==> config.mk <==
export PLATFORM = sky130hd
export DESIGN_NAME = iterative_alu
export DESIGN_NICKNAME = d
export VERILOG_FILES = /design/src/rtl/iterative_alu.sv
export SDC_FILE = /design/constraint.sdc
export NUM_CORES = 1
export LEC_CHECK = 0
export CORE_ASPECT_RATIO = 1.5
export CORE_MARGIN = 4
export CORE_UTILIZATION = 40
export DETAILED_ROUTE_END_ITERATION = 6
export PLACE_DENSITY_LB_ADDON = 0.1
export SYNTH_ARGS = -nofsm -noshare
export SYNTH_HDL_FRONTEND = slang
export SYNTH_SLANG_ARGS = --single-unit
==> constraint.sdc <==
create_clock -name clk -period 5.2 [get_ports clk]
set_input_delay 0.52 -clock clk [delete_from_list [all_inputs] [get_ports clk]]
set_output_delay 0.52 -clock clk [all_outputs]
set_load 0.02 [all_outputs]
==> src/rtl/iterative_alu.sv <==
// Handshaked MIPS150 execute-stage ALU: registered single-cycle ops plus
// bit-serial multiply (shift-add) and divide (restoring) producing a HI/LO pair.
module iterative_alu #(
  parameter int WIDTH = 32
) (
  input  logic             clk,
  input  logic             rst_n,
  input  logic             in_valid,
  output logic             in_ready,
  input  logic [3:0]       op,
  input  logic [WIDTH-1:0] a,
  input  logic [WIDTH-1:0] b,
  output logic             out_valid,
  input  logic             out_ready,
  output logic [WIDTH-1:0] out_lo,
  output logic [WIDTH-1:0] out_hi,
  output logic             busy
);

  localparam int SHW = $clog2(WIDTH);
  localparam logic [SHW-1:0] CNT_LAST = SHW'(WIDTH - 1);

  typedef enum logic [3:0] {
    OP_ADD, OP_SUB, OP_AND, OP_OR, OP_XOR, OP_SLT, OP_SLTU, OP_SLL,
    OP_SRA, OP_SRL, OP_LUI, OP_MULT, OP_MULTU, OP_DIV, OP_DIVU, OP_RSVD
  } op_e;

  typedef enum logic [2:0] {S_IDLE, S_MUL, S_DIV, S_FIX, S_HOLD} state_e;

  state_e           r_state;
  state_e           w_next;
  logic [SHW-1:0]   r_cnt;
  logic [WIDTH-1:0] r_lo;
  logic [WIDTH-1:0] r_hi;
  logic [WIDTH-1:0] r_b;
  logic             r_is_div;
  logic             r_neg_q;
  logic             r_neg_r;

  op_e              w_op;
  logic             w_accept;
  logic             w_long;
  logic             w_is_div;
  logic             w_signed;
  logic             w_a_neg;
  logic             w_b_neg;
  logic [WIDTH-1:0] w_a_mag;
  logic [WIDTH-1:0] w_b_mag;
  logic [SHW-1:0]   w_sh;
  logic [WIDTH-1:0] w_alu;
  logic [WIDTH:0]   w_mul_sum;
  logic [WIDTH:0]   w_rem_sh;
  logic [WIDTH:0]   w_diff;
  logic             w_q_bit;
  logic [2*WIDTH-1:0] w_prod_neg;

  assign w_op     = op_e'(op);
  assign w_accept = in_valid & in_ready;
  assign w_long   = w_op inside {OP_MULT, OP_MULTU, OP_DIV, OP_DIVU};
  assign w_is_div = w_op inside {OP_DIV, OP_DIVU};
  assign w_signed = w_op inside {OP_MULT, OP_DIV};
  assign w_a_neg  = w_signed & a[WIDTH-1];
  assign w_b_neg  = w_signed & b[WIDTH-1];
  assign w_a_mag  = w_a_neg ? -a : a;
  assign w_b_mag  = w_b_neg ? -b : b;
  assign w_sh     = b[SHW-1:0];

  // Iteration datapath: HI accumulates (multiply) or holds the partial remainder (divide).
  assign w_mul_sum  = {1'b0, r_hi} + (r_lo[0] ? {1'b0, r_b} : '0);
  assign w_rem_sh   = {r_hi, r_lo[WIDTH-1]};
  assign w_diff     = w_rem_sh - {1'b0, r_b};
  assign w_q_bit    = ~w_diff[WIDTH];
  assign w_prod_neg = -{r_hi, r_lo};

  assign out_lo = r_lo;
  assign out_hi = r_hi;

  // NOTE: every variable written in an always_comb gets a default first, so no path can infer a latch.
  always_comb begin
    w_alu = '0;
    case (w_op)
      OP_ADD:  w_alu = a + b;
      OP_SUB:  w_alu = a - b;
      OP_AND:  w_alu = a & b;
      OP_OR:   w_alu = a | b;
      OP_XOR:  w_alu = a ^ b;
      OP_SLT:  w_alu = {{(WIDTH-1){1'b0}}, ($signed(a) < $signed(b))};
      OP_SLTU: w_alu = {{(WIDTH-1){1'b0}}, (a < b)};
      OP_SLL:  w_alu = a << w_sh;
      OP_SRA:  w_alu = $signed(a) >>> w_sh;
      OP_SRL:  w_alu = a >> w_sh;
      OP_LUI:  w_alu = b << (WIDTH / 2);
      default: w_alu = '0;
    endcase
  end

  always_comb begin
    w_next    = r_state;
    in_ready  = 1'b0;
    out_valid = 1'b0;
    busy      = 1'b0;
    case (r_state)
      S_IDLE, S_HOLD: begin
        in_ready  = (r_state == S_IDLE) | out_ready;
        out_valid = (r_state == S_HOLD);
        if (in_valid & in_ready) begin
          if (w_long) w_next = w_is_div ? S_DIV : S_MUL;
          else        w_next = S_HOLD;
        end else if (r_state == S_HOLD && out_ready) begin
          w_next = S_IDLE;
        end
      end
      S_MUL, S_DIV: begin
        busy = 1'b1;
        if (r_cnt == '0) w_next = S_FIX;
      end
      S_FIX: begin
        busy   = 1'b1;
        w_next = S_HOLD;
      end
      default: w_next = S_IDLE;
    endcase
  end

  // NOTE: sequential state uses non-blocking assignments only, so every register sees pre-edge values.
  always_ff @(posedge clk or negedge rst_n) begin
    if (!rst_n) begin
      r_state  <= S_IDLE;
      r_cnt    <= '0;
      r_lo     <= '0;
      r_hi     <= '0;
      r_b      <= '0;
      r_is_div <= 1'b0;
      r_neg_q  <= 1'b0;
      r_neg_r  <= 1'b0;
    end else begin
      r_state <= w_next;
      case (r_state)
        S_IDLE, S_HOLD: begin
          if (w_accept) begin
            r_hi <= '0;
            if (w_long) begin
              r_lo     <= w_a_mag;
              r_b      <= w_b_mag;
              r_cnt    <= CNT_LAST;
              r_is_div <= w_is_div;
              // A zero divisor keeps the quotient positive so it stays all ones.
              r_neg_q  <= (w_a_neg ^ w_b_neg) & (|b);
              r_neg_r  <= w_a_neg;
            end else begin
              r_lo <= w_alu;
            end
          end
        end
        S_MUL: begin
          r_hi <= w_mul_sum[WIDTH:1];
          r_lo <= {w_mul_sum[0], r_lo[WIDTH-1:1]};
          if (r_cnt != '0) r_cnt <= r_cnt - SHW'(1);
        end
        S_DIV: begin
          r_hi <= w_q_bit ? w_diff[WIDTH-1:0] : w_rem_sh[WIDTH-1:0];
          r_lo <= {r_lo[WIDTH-2:0], w_q_bit};
          if (r_cnt != '0) r_cnt <= r_cnt - SHW'(1);
        end
        S_FIX: begin
          if (r_is_div) begin
            r_lo <= r_neg_q ? -r_lo : r_lo;
            r_hi <= r_neg_r ? -r_hi : r_hi;
          end else if (r_neg_q) begin
            {r_hi, r_lo} <= w_prod_neg;
          end
        end
        default: ;
      endcase
    end
  end

endmodule

==> flow_metrics.tcl <==
set metrics [dict create \
    status "finished, final reports clean" \
    grt_start_max_net_pins 66 \
    fp.dieW_um 191 \
    drtIter0Drc 1966 \
    hold_buffers 0 \
    crit_fanout 24 \
    antenna_found_initial 2 \
    clk_pin_slew_ns 0.08 \
    ys_async_sr_fraction_pct 100 \
    synth-seq-cells 107 \
    syn_avg_cell_area_um2 7.17 \
    dpl_cell_area_mm2 0.0226 \
    finalSetupViolCount 0 \
    slew_viol_final 0 \
    gr-usage-met2_pct 65.2 \
    grt_pass1_wl_um 148000 \
    syn_nets 3057 \
    endpoint_kind "flop" \
    pin_count 139 \
    fin_skew_ns 0.0148 \
    min_path_type "in -> async" \
    final_cells 3543 \
    overflow 0 \
    cp_slowest_cell "xnor2_4" \
    dieArea_mm2 0.0540 \
    cts-buffers-inserted 9 \
    place_congestion 1.02 \
    nFillCells 5111 \
    p_int_w 0.00404 \
    netlist_instances 2807 \
    grtUsageTotal_pct 36.0 \
    die_h_um 283 \
    synth_cell_types 90 \
    critPathMaxStageDelay_ns 0.82 \
    final_cell_mix "312 x nor2_1, 284 x o21ai_0, 240 x nand2_1, 238 x a21oi_1, 174 x ha_1" \
    cap_violations 0 \
    post_cts_buffers 0 \
    power_density_mw_per_mm2 400 \
    routed_wl_um 101000 \
    vias 23200 \
    rsz0062_at_grt "false" \
    synth_edf_count 0 \
    fin_tns_setup_ns 0 \
    drc_errors 0 \
    detail-route-antenna-nets 0 \
    placed_cells 3526 \
    place_ws_ns 0.491 \
    numPortBuffers 138 \
    drive_above_1_share_pct 8.41 \
    core_mm2 0.0497 \
    tightest_slew_ns 1.03 \
    yosys_warnings 0 \
    cts_sinks 107 \
    power_frac_comb_pct 74.1 \
    critical_path_buf_inv_count 3 \
    switching_share_pct 55.9 \
    required_ns 5.42 \
    met1_usage_pct 39.6 \
    p_switching_w 0.00512 \
    timing.final.crit_period_ns 4.78 \
    row_count 100 \
    synth_top_area_share_pct 13.3 \
    fin_nets 3124 \
    start_kind "flop" \
    setup_ws_ns 0.420 \
    synthToLayoutAreaGrowth_pct 13.7 \
    regArea_mm2 0.00268 \
    post-route-period-util_pct 91.9 \
    cts_tree "built" \
    ir_drop_mv 0.211 \
    avgViaCountPerCell 6.56 \
    cts_resized 0 \
    finalHoldViolCount 0 \
    cp.arrival_ns 5.00 \
    cts_max_level 3 \
    dp_hpwl_um 80600 \
    r2r_slack_ns 0.42 \
    crit_chain "inv_1 -> ha_1 -> inv_1 -> fa_1 -> a211oi_1 -> o21ai_1 -> a211oi_1 -> o31ai_1 -> a21o_1 -> o2bb2ai_1 -> a211oi_1 -> xnor2_4 -> buf_4 -> mux2i_1 -> o221ai_1" \
    multi_input_area_mm2 0.0161 \
    synth.cell_area_mm2 0.0201 \
    cts_buffer_depth 2 \
    worstSkewPairLatency_ns 0.37 \
    start_util_pct 40.5 \
    use_met3_pct 2.93 \
    p_leak_nw 9.34 \
    yosysTopAreaCell "dfrtp_1" \
    cp_top_family "compound AO/OA/AOI/OAI gates" \
    synth.area.top_cells "dfrtp_1 13%, ha_1 11%, o21ai_0 7.1%" \
    p_clk_share_pct 8.0 \
    cts-root-buf "clkbuf_16" \
    seqPwrFrac_pct 17.9 \
    ys.flop_type "dfrtp_1" \
    crit_top_cell "a211oi_1" \
    critPathKind "reg -> reg" \
    fmax_mhz 209 \
    drt_pre_antenna_iters 5 \
    busiest_layer "met2" \
    final_common_cell "nor2_1" \
    startpoint "out_lo[31]" \
    yosysSeqAreaShare_pct 13.3 \
    maxSlewHeadroom_pct 30.9 \
    grt_pass1_vias 22700 \
    post-route-cell-area_mm2 0.0229 \
    wl_per_cell_um 28.4 \
    r2r-start "out_lo[31]" \
]
==> metrics by stage <==
stage / hold WS (ns) / total power, W / utilization (%)
floorplan: 0.224 / 0.00587 / -
global placement: 0.465 / 0.00820 / 45.4
detailed placement: 0.471 / 0.00830 / 45.4
CTS: 0.148 / 0.00906 / 46.0
global route: 0.164 / 0.00980 / 46.0
finish: 0.141 / 0.00916 / 46.0
==> power groups by stage <==
stage / clock network (W) / registers, W / logic, W
after global routing: 0.000781 / 0.00170 / 0.00732
after global placement: 0 / 0.00164 / 0.00656
final: 0.000733 / 0.00164 / 0.00678
after detailed placement: 0 / 0.00165 / 0.00664
after CTS: 0.000753 / 0.00164 / 0.00667
after floorplan: 0 / 0.00167 / 0.00420
==> sequential cells by signal (all words and copies together) (netlist names) <==
| register | flops |
|---|---|
| out_hi | 32 |
| r_neg_r | 1 |
| r_b | 32 |
| out_lo | 32 |
| r_neg_q | 1 |
| r_is_div | 1 |
| r_cnt | 5 |
| r_state | 3 |
==> cell type report <==
cell class                 instances  share of cell area (%)
multi-input combinational       2334                    70.4
sequential                       107                    11.7
timing repair buffer             260                    10.2
tap                              663                    3.63
inverter                         162                    2.66
clock buffer                      10                    1.05
clock inverter                     6                   0.285
antenna                            1                  0.0109
==> routing by layer <==
layer	vias to the layer above	share of wire (%)
met5	-	0.034
met4	4	8.7
met2	1098	50
met3	306	5.4
met1	11300	36
li1	10600	-
==> final timing paths <==
kind                              end  cells after the start
hold reg to reg               r_b[19]                      2
hold / removal              out_hi[6]                      1
min in group clk              r_b[19]                      2
setup reg to reg           out_hi[19]                     15
setup / recovery           out_hi[19]                     15
max in group asynchronous  r_state[0]                      2
==> cells in the mapped netlist, drive strengths merged (11+ instances only) <==
| master | instances |
|---|---|
| a22oi | 40 |
| nor2 | 313 |
| nand4 | 17 |
| a221oi | 24 |
| a31oi | 38 |
| o22ai | 21 |
| xnor2 | 106 |
| ha | 174 |
| nand3 | 42 |
| inv | 160 |
| o31ai | 36 |
| o211ai | 30 |
| nor4 | 23 |
| mux4 | 50 |
| a211oi | 32 |
| nand2b | 27 |
| o21a | 17 |
| clkbuf | 172 |
| o2111ai | 15 |
| and3 | 17 |
| dfrtp | 107 |
| o32ai | 11 |
| or4 | 11 |
| a221o | 16 |
| nand2 | 241 |
| and2 | 12 |
| o21ai | 288 |
| a21o | 49 |
| nor2b | 15 |
| o21bai | 23 |
| a21oi | 239 |
| buf | 32 |
| xor2 | 25 |
| o221ai | 25 |
| o311ai | 11 |
| mux2i | 74 |
| or3 | 30 |
| nor3 | 85 |
==> cell families after synthesis <==
group / Yosys count / synth area share (%)
xor+xnor: 131 / 5.74
mux: 134 / 9.84
compound gates: 1025 / 33.0
buf+inv: 366 / 6.95
flops: 107 / 13.3
fa+ha+maj: 178 / 11.2
simple gates: 866 / 19.9
(Power assumes the default switching activity.)
